[src/rtl/g_draw_sched_if.sv]
// rtl/g_draw_sched_if.sv - request/draw bus between grill slots and the sprite-draw scheduler
//
// master: the grill-slot side (drives requests, slot geometry and colours)
// slave : the scheduler (drives grant/done/busy and the datapath/VGA controls)
interface g_draw_sched_if #(
    parameter int N_SLOTS = 4
);
    logic [N_SLOTS-1:0]   req;
    logic [N_SLOTS-1:0]   req_erase;
    logic [8*N_SLOTS-1:0] x_pos;
    logic [8*N_SLOTS-1:0] y_pos;
    logic [9*N_SLOTS-1:0] colour_fat_in;
    logic [9*N_SLOTS-1:0] colour_muscle_in;
    logic [N_SLOTS-1:0]   grant;
    logic [N_SLOTS-1:0]   done;
    logic                 busy;
    logic [4:0]           pix_idx;
    logic                 layer;
    logic [7:0]           x_adder;
    logic [7:0]           y_adder;
    logic [8:0]           colour_fat;
    logic [8:0]           colour_muscle;
    logic                 plot;

    modport master (
        output req, req_erase, x_pos, y_pos, colour_fat_in, colour_muscle_in,
        input  grant, done, busy, pix_idx, layer, x_adder, y_adder,
               colour_fat, colour_muscle, plot
    );

    modport slave (
        input  req, req_erase, x_pos, y_pos, colour_fat_in, colour_muscle_in,
        output grant, done, busy, pix_idx, layer, x_adder, y_adder,
               colour_fat, colour_muscle, plot
    );
endinterface

[src/rtl/g_draw_sched.sv]
// rtl/g_draw_sched.sv - round-robin sprite-draw sequencer shared by N grill slots
//
// Ports:
//   clk, resetn   clock, synchronous active-low reset
//   vga_ready     (only with G_SCHED_STALL_EN) pixel accept from the VGA adapter
//   bus           g_draw_sched_if.slave: req/req_erase/x_pos/y_pos/colour_*_in in,
//                 grant/done/busy/pix_idx/layer/x_adder/y_adder/colour_*/plot out
// Optional feature macro: G_SCHED_STALL_EN
module g_draw_sched #(
    parameter int         N_SLOTS       = 4,
    parameter int         FAT_PIXELS    = 21,
    parameter int         MUSCLE_PIXELS = 16,
    parameter logic [8:0] BG_COLOUR     = 9'h000
) (
    input logic clk,
    input logic resetn,
`ifdef G_SCHED_STALL_EN
    input logic vga_ready,
`endif
    g_draw_sched_if.slave bus
);
    localparam int         IW          = (N_SLOTS > 1) ? $clog2(N_SLOTS) : 1;
    localparam logic [4:0] FAT_LAST    = 5'(FAT_PIXELS - 1);
    localparam logic [4:0] MUSCLE_LAST = 5'(MUSCLE_PIXELS - 1);

    typedef enum logic [2:0] {S_IDLE, S_ARB, S_FAT, S_MUSCLE, S_DONE} state_t;

    state_t state, state_d;

    logic [N_SLOTS-1:0] grant_q, grant_d;
    logic [N_SLOTS-1:0] done_q, done_d;
    logic               busy_q, busy_d;
    logic [4:0]         pix_q, pix_d;
    logic               layer_q, layer_d;
    logic [7:0]         x_q, x_d;
    logic [7:0]         y_q, y_d;
    logic [8:0]         cf_q, cf_d;
    logic [8:0]         cm_q, cm_d;
    logic               plot_q, plot_d;
    logic [IW-1:0]      rr_q, rr_d;
    logic [IW-1:0]      gidx_q, gidx_d;
    logic [IW-1:0]      sel;
    logic               advance;

`ifdef G_SCHED_STALL_EN
    assign advance = vga_ready;
`else
    assign advance = 1'b1;
`endif

    // First requesting slot at or above the RR pointer, wrapping. Scanning
    // from the farthest offset down lets the nearest one overwrite the rest.
    always_comb begin
        sel = rr_q;
        for (int k = N_SLOTS - 1; k >= 0; k--) begin
            if (bus.req[(int'(rr_q) + k) % N_SLOTS]) begin
                sel = IW'((int'(rr_q) + k) % N_SLOTS);
            end
        end
    end

    always_ff @(posedge clk) begin
        if (!resetn) begin
            state   <= S_IDLE;
            grant_q <= '0;
            done_q  <= '0;
            busy_q  <= 1'b0;
            pix_q   <= '0;
            layer_q <= 1'b0;
            x_q     <= '0;
            y_q     <= '0;
            cf_q    <= '0;
            cm_q    <= '0;
            plot_q  <= 1'b0;
            rr_q    <= '0;
            gidx_q  <= '0;
        end else begin
            state   <= state_d;
            grant_q <= grant_d;
            done_q  <= done_d;
            busy_q  <= busy_d;
            pix_q   <= pix_d;
            layer_q <= layer_d;
            x_q     <= x_d;
            y_q     <= y_d;
            cf_q    <= cf_d;
            cm_q    <= cm_d;
            plot_q  <= plot_d;
            rr_q    <= rr_d;
            gidx_q  <= gidx_d;
        end
    end

    always_comb begin
        state_d = state;
        case (state)
            S_IDLE:   if (|bus.req) state_d = S_ARB;
            S_ARB:    state_d = S_FAT;
            S_FAT:    if (advance && pix_q == FAT_LAST) state_d = S_MUSCLE;
            S_MUSCLE: if (advance && pix_q == MUSCLE_LAST) state_d = S_DONE;
            S_DONE:   state_d = S_IDLE;
            default:  state_d = S_IDLE;
        endcase
    end

    // Outputs are registered, so this computes the values they take in the
    // cycle after the current one; plot is raised one edge ahead of each pixel.
    always_comb begin
        grant_d = grant_q;
        done_d  = '0;
        busy_d  = (state_d != S_IDLE);
        pix_d   = pix_q;
        layer_d = layer_q;
        x_d     = x_q;
        y_d     = y_q;
        cf_d    = cf_q;
        cm_d    = cm_q;
        plot_d  = 1'b0;
        rr_d    = rr_q;
        gidx_d  = gidx_q;
        case (state)
            S_IDLE: begin
                if (|bus.req) begin
                    grant_d = {{(N_SLOTS-1){1'b0}}, 1'b1} << sel;
                    gidx_d  = sel;
                    x_d     = bus.x_pos[8*int'(sel) +: 8];
                    y_d     = bus.y_pos[8*int'(sel) +: 8];
                    if (bus.req_erase[sel]) begin
                        cf_d = BG_COLOUR;
                        cm_d = BG_COLOUR;
                    end else begin
                        cf_d = bus.colour_fat_in[9*int'(sel) +: 9];
                        cm_d = bus.colour_muscle_in[9*int'(sel) +: 9];
                    end
                    pix_d   = '0;
                    layer_d = 1'b0;
                end
            end
            S_ARB: begin
                pix_d   = '0;
                layer_d = 1'b0;
                plot_d  = 1'b1;
            end
            S_FAT: begin
                if (advance) begin
                    plot_d = 1'b1;
                    if (pix_q == FAT_LAST) begin
                        pix_d   = '0;
                        layer_d = 1'b1;
                    end else begin
                        pix_d = pix_q + 5'd1;
                    end
                end
            end
            S_MUSCLE: begin
                if (advance) begin
                    if (pix_q == MUSCLE_LAST) begin
                        pix_d   = '0;
                        layer_d = 1'b0;
                        done_d  = grant_q;
                    end else begin
                        pix_d  = pix_q + 5'd1;
                        plot_d = 1'b1;
                    end
                end
            end
            S_DONE: begin
                grant_d = '0;
                rr_d    = (gidx_q == IW'(N_SLOTS - 1)) ? '0 : gidx_q + 1'b1;
            end
            default: ;
        endcase
    end

    assign bus.grant         = grant_q;
    assign bus.done          = done_q;
    assign bus.busy          = busy_q;
    assign bus.pix_idx       = pix_q;
    assign bus.layer         = layer_q;
    assign bus.x_adder       = x_q;
    assign bus.y_adder       = y_q;
    assign bus.colour_fat    = cf_q;
    assign bus.colour_muscle = cm_q;
    assign bus.plot          = plot_q;
endmodule

[src/flat_wrapper.sv]
// flat-port wrapper written by rule: the top's interface ports become plain ports
module g_draw_sched_flat 
#(
    parameter int         N_SLOTS       = 4,
    parameter int         FAT_PIXELS    = 21,
    parameter int         MUSCLE_PIXELS = 16,
    parameter logic [8:0] BG_COLOUR     = 9'h000
)
  (clk, resetn, bus_req, bus_req_erase, bus_x_pos, bus_y_pos, bus_colour_fat_in, bus_colour_muscle_in, bus_grant, bus_done, bus_busy, bus_pix_idx, bus_layer, bus_x_adder, bus_y_adder, bus_colour_fat, bus_colour_muscle, bus_plot);
  g_draw_sched_if #(.N_SLOTS(N_SLOTS)) bus_i ();
  input logic clk;
  input logic resetn;
  input wire logic [$bits(bus_i.req)-1:0] bus_req;
  input wire logic [$bits(bus_i.req_erase)-1:0] bus_req_erase;
  input wire logic [$bits(bus_i.x_pos)-1:0] bus_x_pos;
  input wire logic [$bits(bus_i.y_pos)-1:0] bus_y_pos;
  input wire logic [$bits(bus_i.colour_fat_in)-1:0] bus_colour_fat_in;
  input wire logic [$bits(bus_i.colour_muscle_in)-1:0] bus_colour_muscle_in;
  output wire logic [$bits(bus_i.grant)-1:0] bus_grant;
  output wire logic [$bits(bus_i.done)-1:0] bus_done;
  output wire logic [$bits(bus_i.busy)-1:0] bus_busy;
  output wire logic [$bits(bus_i.pix_idx)-1:0] bus_pix_idx;
  output wire logic [$bits(bus_i.layer)-1:0] bus_layer;
  output wire logic [$bits(bus_i.x_adder)-1:0] bus_x_adder;
  output wire logic [$bits(bus_i.y_adder)-1:0] bus_y_adder;
  output wire logic [$bits(bus_i.colour_fat)-1:0] bus_colour_fat;
  output wire logic [$bits(bus_i.colour_muscle)-1:0] bus_colour_muscle;
  output wire logic [$bits(bus_i.plot)-1:0] bus_plot;
  assign bus_i.req = bus_req;
  assign bus_i.req_erase = bus_req_erase;
  assign bus_i.x_pos = bus_x_pos;
  assign bus_i.y_pos = bus_y_pos;
  assign bus_i.colour_fat_in = bus_colour_fat_in;
  assign bus_i.colour_muscle_in = bus_colour_muscle_in;
  assign bus_grant = bus_i.grant;
  assign bus_done = bus_i.done;
  assign bus_busy = bus_i.busy;
  assign bus_pix_idx = bus_i.pix_idx;
  assign bus_layer = bus_i.layer;
  assign bus_x_adder = bus_i.x_adder;
  assign bus_y_adder = bus_i.y_adder;
  assign bus_colour_fat = bus_i.colour_fat;
  assign bus_colour_muscle = bus_i.colour_muscle;
  assign bus_plot = bus_i.plot;
  g_draw_sched #(.N_SLOTS(N_SLOTS), .FAT_PIXELS(FAT_PIXELS), .MUSCLE_PIXELS(MUSCLE_PIXELS), .BG_COLOUR(BG_COLOUR)) u_core (.clk(clk), .resetn(resetn), .bus(bus_i));
endmodule
[config.mk]
export PLATFORM = sky130hd
export DESIGN_NAME = g_draw_sched_flat
export DESIGN_NICKNAME = d
export VERILOG_FILES = /design/src/rtl/g_draw_sched_if.sv /design/src/rtl/g_draw_sched.sv /design/src/flat_wrapper.sv
export SDC_FILE = /design/constraint.sdc
export NUM_CORES = 1
export LEC_CHECK = 0
export ABC_AREA = 1
export CAP_MARGIN = 20
export CORE_AREA = 2 2 126 128
export CTS_BUF_LIST = sky130_fd_sc_hd__clkbuf_16
export CTS_CLUSTER_SIZE = 20
export DETAILED_ROUTE_END_ITERATION = 7
export DIE_AREA = 0 0 128 130
export PLACE_DENSITY_LB_ADDON = 0.15
export SYNTH_ARGS = -nofsm -noshare
export SYNTH_HDL_FRONTEND = slang
export SYNTH_SLANG_ARGS = --single-unit
[constraint.sdc]
create_clock -name clk -period 3.1 [get_ports clk]
set_input_delay 0.775 -clock clk [delete_from_list [all_inputs] [get_ports clk]]
set_output_delay 0.775 -clock clk [all_outputs]
set_load 0.1 [all_outputs]
# After elaboration in Yosys (flattened, before gate mapping)
# Index checks and enable logic that the tools add are counted.
classes:
  addsub: 5
  mul: 1
  div_mod_pow: 0
  n_lt_le_gt_ge: 5
  n_eq_ne: 10
  n_shift: 5
  mux: 36
  bitwise_logic: 3
  n_reduce_logical: 14
op_table:
  columns: ["operator", "n"]
  rows:
  - ["indexed part select 36 x 32 -> 9 bit", 2]
  - ["indexed part select 32 x 6 -> 8 bit", 2]
  - ["one-hot mux 5 bit (4 select lines)", 1]
  - ["two-way mux 9 bit", 2]
  - ["two-way mux 5 bit", 3]
  - ["< comparator 3 x 4 -> 1 bit, second input constant", 3]
  - ["two-way mux 1 bit", 12]
  - ["one-hot mux 3 bit (4 select lines)", 1]
  - ["binary-select mux 1 bit (select 2 bit)", 5]
  - ["two-way mux 2 bit", 5]
  - ["two-way mux 3 bit", 3]
  - ["one-hot mux 4 bit (2 select lines)", 1]
  - ["OR reduction 2 bit", 4]
  - ["== test 3 x 2 -> 1 bit, second input constant", 2]
  - ["< comparator 2 x 3 -> 1 bit, second input constant", 2]
  - ["multiplier 4 x 2 -> 6 bit, first input constant", 1]
  - ["!= test 2 x 1 -> 1 bit, second input constant", 3]
  - ["AND reduction 2 bit", 3]
  - ["adder 5 x 1 -> 5 bit, second input constant", 1]
  - ["== test 5 x 4 -> 1 bit, second input constant", 1]
  - ["== test 5 bit, second input constant", 1]
  - ["adder 2 x 1 -> 2 bit, second input constant", 2]
  - ["adder 2 bit, second input constant", 2]
  - ["two-way mux 4 bit", 1]
  - ["other kinds (14)", 16]
word_totals:
  reg_bits: 57
  latch_bits: 0
  ramBits: 0
  rom_bits: 0
  in_bits: 146
  out_inout_bits: 50
  elab_cells: 92
  memories: 0

# Depth between registers and ports, before layout
# Gate-level depths: netlist of the first run.
logic_depth:
  depth_word: 13
  mapped_depth: 19

# Worst setup path before layout of the first run
# No wires, ideal clock.
synth_timing:
  kind: "register to register"
  startpoint: "register u_core.pix_q[1], in the netlist u_core.bus.pix_idx[1]"
  endpoint: "register u_core.state[0]"
  arrival_ps: 2271
  slack_ps: 758
  stages_incl_launch_ff: 11
  period_less_slack_ps: 2342
  path_cell_list: "dfxtp_1 > ha_1 > nand2_1 > nor2_1 > ha_1 > nor3_1 > a21oi_1 > inv_1 > nor2_1 > a21oi_1 > a21oi_1"
synth_via:
  elab_chain_len: 3
  elab_cells_between_ends: 5
  classes_between: "2 x eq/ne; 3 x mux"
synth_lines:
  columns: ["element", "line_no", "source"]
  rows:
  - ["start: declaration", "g_draw_sched.sv:33", "logic [4:0] pix_q, pix_d;"]
  - ["start signal: assignment", "g_draw_sched.sv:82", "pix_q <= pix_d;"]
  - ["== test 5 x 4 -> 1 bit or == test 5 bit (tied branches)", "g_draw_sched.sv:100, g_draw_sched.sv:99", null]
  - ["two-way mux 3 bit, on equally long branches", "g_draw_sched.sv:100, g_draw_sched.sv:99", null]
  - ["one-hot mux 3 bit (4 select lines) *", "g_draw_sched.sv:96", "case (state)"]
  - ["end signal: assignment", "g_draw_sched.sv:78", "state <= state_d;"]
  - ["end: declaration", "g_draw_sched.sv:28", "state_t state, state_d;"]
# Mark *: on every way between the ends. The rest lies on a longest branch, timed or not.
# A chain may end at the register's enable or synchronous reset.

# Worst setup path in the final report of the first run
layout_timing:
  startpoint: "input bus_req[1]"
  endpoint: "register u_core.cf_q[3], in the netlist u_core.bus.colour_fat[3]"
layout_via:
  elab_chain_len: 10
  elab_cells_between_ends: 22
  classes_between: "1 x mul; 1 x shift; 18 x mux; 2 x reduce/logical"
layout_lines:
  columns: ["element", "line_no", "source"]
  rows:
  - ["start: declaration", "flat_wrapper.sv:13", "input wire logic [$bits(bus_i.req)-1:0] bus_req;"]
  - ["binary-select mux 1 bit (select 2 bit)", "g_draw_sched.sv:56", "if (bus.req[(int'(rr_q) + k) % N_SLOTS]) begin"]
  - ["two-way mux 1 bit (implied by the code) (2 in series)", "g_draw_sched.sv:56", null]
  - ["two-way mux 2 bit (4 in series)", "g_draw_sched.sv:56", null]
  - ["multiplier 4 x 2 -> 6 bit or binary-select mux 1 bit (select 2 bit) (tied branches)", "g_draw_sched.sv:132, g_draw_sched.sv:128", null]
  - ["indexed part select 36 x 32 -> 9 bit or two-way mux 1 bit (tied branches)", "g_draw_sched.sv:132, g_draw_sched.sv:128", null]
  - ["two-way mux 9 bit", "g_draw_sched.sv:128", "if (bus.req_erase[sel]) begin"]
  - ["end signal: assignment", "g_draw_sched.sv:72", "cf_q <= '0;"]
  - ["end signal: assignment", "g_draw_sched.sv:86", "cf_q <= cf_d;"]
  - ["end: declaration", "g_draw_sched.sv:37", "logic [8:0] cf_q, cf_d;"]
# Several ways; a longest one is shown, not always the timed one. The select of a mux whose other input is x is not followed.

==> metrics list, run 1 <==
- IR analysis of the VDD net gives a maximum drop of 0.0002206 V.
* Final routed wire length divided by cell count: 13.21 um
- The initial utilization of the core area, before any placement, comes to 0.2439.
* Die Span X: 128 um
- Signed area change from the synthesized netlist to the final layout: 62.89%
* Post-synth top area share: 0.3033
- Final number of hold-violating endpoints: 0
* Crit Path Category: input port to register
- The slowest stage of the critical path is the sky130_fd_sc_hd__clkdlybuf4s50_1 cell.
* I/O pins: 196
* Final Net Count: 980
* Number of antenna violations at the first check in global routing: 0
* Met3 Track Usage GR: 0.06560
- Root cell of the clock tree: sky130_fd_sc_hd__clkbuf_16
- After routing the design area is 6128 um2.
- Static Leakage: 2.944 nW
- Number of port buffers: 195
* Number of distinct standard cells referenced by the synthesized netlist: 31
- TNS Setup: 0 ps
- Register-to-register path setup slack: 840 ps
- After clock tree synthesis, the clock-pin slew on the worst setup and hold paths is 50 ps.
* Data arrival time of the critical path: 2880 ps
- Worst relative slew slack: 0.6749
- The core region is 15420 um2.
- Timing would allow up to 0.3809 GHz.
- In this run, synthesis produced a sequential element count of 57.
- Met2 usage: 0.2907
- Buffers added to address setup during post-CTS repair amount to 0.
* PostCTS Resize Cnt: 0
- The tool flagged a number of max-cap violations equal to 0.
* Power density normalized to cell area: 517.7 nW/um2
* Highest net fanout along the worst path: 35
- Maximum number of pins on one net before global-route repair: 45
- Class of the most critical hold timing path: register to register
* Main combinational cell family by area after synthesis: simple AND/OR/NAND/NOR gates
* Chip Height: 130 um
- TritonCTS built the clock tree.
- The floorplan step defined a die boundary enclosing 16640 um2.
* Count of antenna diodes in the layout: 0
- Worst hold slack across all endpoints: 437.8 ps
- The wire-length estimate of the detail-placed layout is 10510 um.
- Post-synth design cell area: 3762 um2
- Crit end category: register
* Biggest cell delay along the critical path: 480 ps
- Required time of the critical path: 3350 ps
- For this design, the sink count on the clock tree is 57.
- After global routing, the most crowded layer is met2.
- DRC violation count after routing: 0
- Including well taps, the total number of placed cells is 1010.
- The finished layout holds 1026 standard cells, fillers aside.
- Portion of netlist area occupied by mux cells: 0
* Via/cell ratio: 4.460
* Final GP Congestion: 0.7854
- Before antenna repair, the detailed router went through 4 iterations.
- Placed Area: 5793 um2
* Post-CTS Hold Buffers: 0
- Synth top area cells: sky130_fd_sc_hd__dfxtp_1 (30%), sky130_fd_sc_hd__nand2_1 (23%), sky130_fd_sc_hd__nand3_1 (10%), sky130_fd_sc_hd__nor2_1 (7.8%), sky130_fd_sc_hd__a21oi_1 (7.4%)
- Final clock period utilization by the worst path: 0.8469
- Transition time at the pin with the least slew margin: 487.6 ps
- The detailed router finished its first iteration with 226 violations.
- After filler insertion, the fill cell instance count of the layout stands at 1693.
- TritonCTS created 9 clock buffers.
- At the later pin of the worst-skew pair, clock insertion delay measures 330 ps.
- Critical path startpoint category: input port
- Of the cells placed in the final design, the portion with a size suffix greater than 1 is 0.1187.
- In this run the number of H-tree levels came out at 3.
- Run status: completed
* Maximum buffer depth of the clock tree: 2
- Met1 layer usage reported by global route: 0.1827
- Final worst clock skew: 4.534 ps
- Shortest period the worst path allows: 2625 ps
- In this run the mean area of a mapped cell was 5.870 um2.
- Grt ovf: 0
* Adder-Cell Fraction of Synth Area: 0.01663
- Counting every net in the synthesized netlist gives 792.
* Unrepaired setup endpoints after global routing: no
* Total Routing Usage GR: 0.1650
* Fin. max-slew vios: 0
* Fraction of the mapped netlist area in compound gates: 0.1031
- For this run, the number of Yosys warnings is 0.
* Via count of the first global-routing pass: 4498
- Cells along the critical path: clkdlybuf4s50_1, inv_1, o21ai_1, nand2_1, nand2_1, inv_2, nand2_2, nand2_2, nand2_2, buf_4, nand3_1, nand2_1, nand2_1, nand2_1, nand3_1, a21oi_1
- Final setup violating endpoints: 0
- Counting every instance in the synthesized netlist gives 641.
- The routed layout has 4576 vias.
- Post-Synth Simple-Gate Area: 0.4433
* Final wirelength: 13550 um
* Post-synthesis cell type with the largest combined area: sky130_fd_sc_hd__dfxtp_1
- Row generation in the floorplan step produced 46 rows.
- First-pass GRT wire length: 21900 um
* Part of the Yosys area used for sequential elements: 0.3033
* Most frequent CP cell: sky130_fd_sc_hd__nand2_1
* Fraction of synthesized cell area in xor and xnor cells: 0.002328
- The detail route stage leaves a number of antenna-violating nets equal to 0.
where the power goes:
group / internal [mW] / total (mW) / switching [mW]
sequential: 0.804 / 0.846 / 0.0419
clock: 0.776 / 1.12 / 0.343
combinational: 0.406 / 1.21 / 0.801
total: 1.99 / 3.17 / 1.19
kinds of logic (layout without fill, tap and decap cells):
kind of cell	after synthesis	after routing
buf+inv	105	298
flops	57	57
compound gates	73	73
xor+xnor	1	1
simple gates	400	400
fa+ha+maj	5	5
cells in the final DEF, fill, tap and decap left out:
cell type and n:
sky130_fd_sc_hd__buf_4 62, sky130_fd_sc_hd__bufinv_16 3, sky130_fd_sc_hd__buf_12 5, sky130_fd_sc_hd__dfxtp_1 57, sky130_fd_sc_hd__nor3_1 1, sky130_fd_sc_hd__clkinv_1 2, sky130_fd_sc_hd__a21oi_1 56, sky130_fd_sc_hd__a21oi_2 1
sky130_fd_sc_hd__nand3b_1 1, sky130_fd_sc_hd__a21boi_4 1, sky130_fd_sc_hd__nor4_1 3, sky130_fd_sc_hd__inv_1 65, sky130_fd_sc_hd__clkinv_2 1, sky130_fd_sc_hd__clkinvlp_4 1, sky130_fd_sc_hd__xor2_1 1, sky130_fd_sc_hd__o21ai_1 1
sky130_fd_sc_hd__nor2_4 2, sky130_fd_sc_hd__a22oi_1 2, sky130_fd_sc_hd__nand3_1 77, sky130_fd_sc_hd__clkbuf_16 9, sky130_fd_sc_hd__nor2_1 78, sky130_fd_sc_hd__ha_1 5, sky130_fd_sc_hd__o21ai_0 12, sky130_fd_sc_hd__nand3_2 2
sky130_fd_sc_hd__inv_6 1, sky130_fd_sc_hd__nand2_1 228, sky130_fd_sc_hd__nand2_4 2, sky130_fd_sc_hd__nand2_2 5, sky130_fd_sc_hd__inv_2 4, sky130_fd_sc_hd__nand4_1 1, sky130_fd_sc_hd__clkdlybuf4s50_1 145
metal layers:
layer,up-vias,wire length [um],share of wire
li1,2378,-,-
met1,2034,5582,0.41
met2,147,6593,0.49
met3,17,1142,0.084
met4,0,231,0.017
met5,-,0,0
critical path: cells and delay by family:
family / cells / cell delay [ps]
buffers and inverters: 4 / 940
AND/OR/NAND/NOR: 10 / 830
AO/OA/AOI/OAI: 2 / 310
layout make-up:
type / count / area [um2] / share of cell area
inverter: 70 / 267.8 / 0.04369
tap: 192 / 240.2 / 0.03920
clock inverter: 7 / 110.1 / 0.01797
timing repair buffer: 212 / 2017 / 0.3291
sequential: 57 / 1141 / 0.1862
clock buffer: 9 / 225.2 / 0.03675
multi-input combinational: 479 / 2127 / 0.3471
sequential cells by signal, indices dropped and copies added (netlist names):
name                      cells
u_core.bus.colour_fat         9
u_core.bus.colour_muscle      9
u_core.bus.x_adder            8
u_core.bus.y_adder            8
u_core.bus.pix_idx            5
u_core.bus.done               4
u_core.bus.grant              4
u_core.state                  3
u_core.gidx_q                 2
u_core.rr_q                   2
u_core.bus.busy               1
u_core.bus.layer              1
u_core.bus.plot               1
per-stage QoR:
step | worst slack, ps | utilization | total power, mW
floorplan | 758.2 | - | 1.669
global placement | 188.6 | 0.3756 | 2.068
detailed placement | 132.6 | 0.3756 | 2.074
CTS | 475.1 | 0.3973 | 3.218
global route | 255.7 | 0.3973 | 3.340
finish | 474.6 | 0.3973 | 3.173
cell usage after synthesis, drive strengths merged:
library cell and number:
a22oi 2, nand3b 1, nor2 80, nor3 1, nand3 79, buf 26, a21boi 1, inv 69
o21ai 13, nor4 3, dfxtp 57, xor2 1, a21oi 57, clkinv 1, nand2 235, ha 5
nand4 1, clkbuf 9
worst paths after layout:
check	from	endpoint	depth (start not counted)
hold / removal	u_core.bus.grant[2]	u_core.bus.done[2]	2
setup reg to reg	u_core.rr_q[0]	u_core.bus.colour_fat[3]	15
setup / recovery	bus_req[1]	u_core.bus.colour_fat[3]	16
hold reg to reg	u_core.bus.grant[2]	u_core.bus.done[2]	2
Note: power is estimated with default switching activity, not from simulation.
==> run 2: changes to the inputs <==
==> constraint.sdc (replaced) <==
create_clock -name clk -period 2.45 [get_ports clk]
set_input_delay 0.6125 -clock clk [delete_from_list [all_inputs] [get_ports clk]]
set_output_delay 0.6125 -clock clk [all_outputs]
set_load 0.1 [all_outputs]
==> metrics list, run 2 (synthesized netlist as in run 1, its figures left out) <==
- The share of cells above drive strength 1 is 0.1604 (+0.04172).
* Placement row count: 46 (unchanged)
* Floorplan core area: 15420 um2 (unchanged)
* Final routed wire length divided by cell count: 13.48 um (+2.1%)
- R2r worst-path depth: 17 (+2)
- Total Routing Usage GR: 0.1632 (-0.001838)
- Maximum ir drop on the vdd rail: 0.0003821 V (+73%)
- The via count of the first global-routing pass came to 4505 (+0.16%).
- Maximum frequency from static timing analysis: 0.4713 GHz
* Area occupied by multi-input gates: 2267 um2 (+6.6%)
- Register-to-register path setup slack: 330 ps (-510 ps)
- Grt ovf: 0 (unchanged)
- Terminating pin of the worst hold path: u_core.bus.done[3]
* Initial drt markers: 195 (-14%)
- Data arrival time of the critical path: 2350 ps (-530 ps)
* Most common cell after layout, fill and taps aside: sky130_fd_sc_hd__nand2_1
- The worst setup path is launched from a register.
* Crit end category: register
- The setup clock skew after layout came to 3.968 ps (-0.5660 ps).
- The die span in y came to 130 um (unchanged).
- Final number of hold-violating endpoints: 0 (unchanged)
- The clock network latency to the later pin of the worst-skew pair was 330 ps (about the same).
- The clock transition time at the flip-flop clock pins of the worst setup and hold paths came to 50 ps (about the same).
* Run status: completed
- The maximum fanout along the worst path came to 9 (-74%).
* # Max-Cap Violations: 0 (unchanged)
* Clock sink total: 57 (unchanged)
- The worst path required time came to 2680 ps (-670 ps).
- The sum of internal, switching and leakage power came to 3.909 mW (+23%).
- Sequential cell area: 1142 um2 (+0.11%)
- The worst-case clock buffer depth is 2 (unchanged).
- Setup repair after global routing left no endpoint under its margin.
* Critical path origin: u_core.rr_q[0]
- The number of buffer cells added on primary ports is 195 (unchanged).
* Placed Area: 5903 um2 (+1.9%)
- The total via count in the routed design is 4695 (+2.6%).
- The number of buffers created by CTS is 9 (unchanged).
* I/O pins: 196 (unchanged)
* Cell depth of the worst hold path: 2 (unchanged)
* Crit Path Category: register to register
* TritonCTS clock tree: yes
- Final wirelength: 14100 um (+4.1%)
- Root cell of the clock tree: sky130_fd_sc_hd__clkbuf_16
* Hold wc startpoint: u_core.bus.grant[3]
- Maximum number of pins on one net before global-route repair: 37 (-18%)
* Class of the most critical hold timing path: register to register
* Shortest period the worst path allows: 2122 ps
- The leakage dissipation came to 3.122 nW (+6.0%).
- Die area: 16640 um2 (unchanged)
- Post-DP HPWL: 10580 um (+0.65%)
* Antenna violation net count after detailed routing: 0 (unchanged)
- Number of search-and-repair iterations in the first detailed-routing pass: 4 (unchanged)
- Final clock period utilization by the worst path: 0.8660
- Final standard cell area without fillers: 6471 um2 (+5.6%)
- The remaining routing DRC violations was 0 (unchanged).
- Power density normalized to cell area: 604.1 nW/um2 (+17%)
* First-pass GRT wire length: 21420 um (-2.2%)
* Fill count: 1638 (-3.2%)
* TNS Setup: 0 ps (unchanged)
* Fin. max-slew vios: 0 (unchanged)
- The number of setup violations in the final report came to 0 (unchanged).
- The number of diodes added for antenna fixing came to 0 (unchanged).
- Signed area change from the synthesized netlist to the final layout: 72.00%
- Final GP Congestion: 0.7905 (+0.65%)
- In the layout the commonest cells are sky130_fd_sc_hd__nand2_1 (224), sky130_fd_sc_hd__clkdlybuf4s50_1 (141), sky130_fd_sc_hd__nor2_1 (77), sky130_fd_sc_hd__nand3_1 (75), sky130_fd_sc_hd__buf_4 (71).
- H-tree levels: 3 (unchanged)
- Via/cell ratio: 4.489 (+0.64%)
- Starting Density: 0.2439 (unchanged)
- Reg-to-Reg Start: u_core.rr_q[0]
* Transition time at the pin with the least slew margin: 294.4 ps (-193.2 ps)
* Worst relative slew slack: 0.8053 (+0.1304)
- The width of the die was 128 um (unchanged).
- Number of antenna violations at the first check in global routing: 0 (unchanged)
* Final Net Count: 1000 (+2.0%)
- Endpoint of the worst register-to-register path: u_core.bus.y_adder[3]
[run 2: how the worst max path moves through the flow]
| stage | endpoint | cells after the start |
|---|---|---|
| detailed placement | u_core.bus.colour_fat[2] | 16 |
| CTS | u_core.bus.colour_fat[2] | 16 |
| global route | u_core.bus.x_adder[5] | 16 |
| global placement | u_core.bus.colour_fat[2] | 16 |
| floorplan | u_core.state[0] | 10 |
| finish | u_core.bus.y_adder[3] | 17 |
[run 2: critical path: stages, from the launching register on]
cell and delay (ps):
sky130_fd_sc_hd__dfxtp_2 480, sky130_fd_sc_hd__inv_6 80, sky130_fd_sc_hd__nand2_1 80, sky130_fd_sc_hd__nand2_1 70
sky130_fd_sc_hd__nand2_1 80, sky130_fd_sc_hd__nand2_1 60, sky130_fd_sc_hd__inv_2 70, sky130_fd_sc_hd__nand3_2 60
sky130_fd_sc_hd__nand2_1 120, sky130_fd_sc_hd__nand2_1 90, sky130_fd_sc_hd__nand2_2 120, sky130_fd_sc_hd__buf_6 150
sky130_fd_sc_hd__nor2_4 70, sky130_fd_sc_hd__clkbuf_16 170, sky130_fd_sc_hd__a21oi_1 140, sky130_fd_sc_hd__nand3_1 80
sky130_fd_sc_hd__nand2_1 60, sky130_fd_sc_hd__inv_1 30
[run 2: timing repair]
action	in CTS	in global routing
endpoints found under the setup margin	0	35
hold buffers	0	0
endpoints found under the hold margin	0	0
setup buffers	0	2
gates resized for setup	0	39
[run 2: metal layers]
metal  GRT usage  wire length, um
met2      0.2859             6822
met1      0.1814             5848
met5           0                0
met3     0.05822             1148
met4     0.06529              282
[run 2: power by group]
| group | total [mW] | switching [mW] | internal [mW] | leakage (nW) |
|---|---|---|---|---|
| registers | 1.07 | 0.0518 | 1.02 | 0.467 |
| logic | 1.63 | 1.05 | 0.580 | 2.51 |
| clock network | 1.21 | 0.434 | 0.774 | 0.140 |
[run 2: layout make-up]
class / instances / area share
clock buffer: 9 / 0.03480
clock inverter: 7 / 0.009667
multi-input combinational: 481 / 0.3503
inverter: 70 / 0.04196
timing repair buffer: 230 / 0.3496
tap: 192 / 0.03712
sequential: 57 / 0.1765
[run 2: metrics by stage]
| step | utilization | std cells | setup slack, ps | hold WS [ps] |
|---|---|---|---|---|
| global placement | 0.3827 | 1023 | -287.4 | 439.5 |
| CTS | 0.4014 | 1039 | 11.27 | 454.9 |
| global route | 0.4195 | 1046 | 129.3 | 468.5 |
| finish | 0.4195 | 1046 | 328.2 | 454.0 |
| detailed placement | 0.3827 | 1023 | -327.7 | 445.9 |
| floorplan | - | 641 | 108.2 | 473.0 |
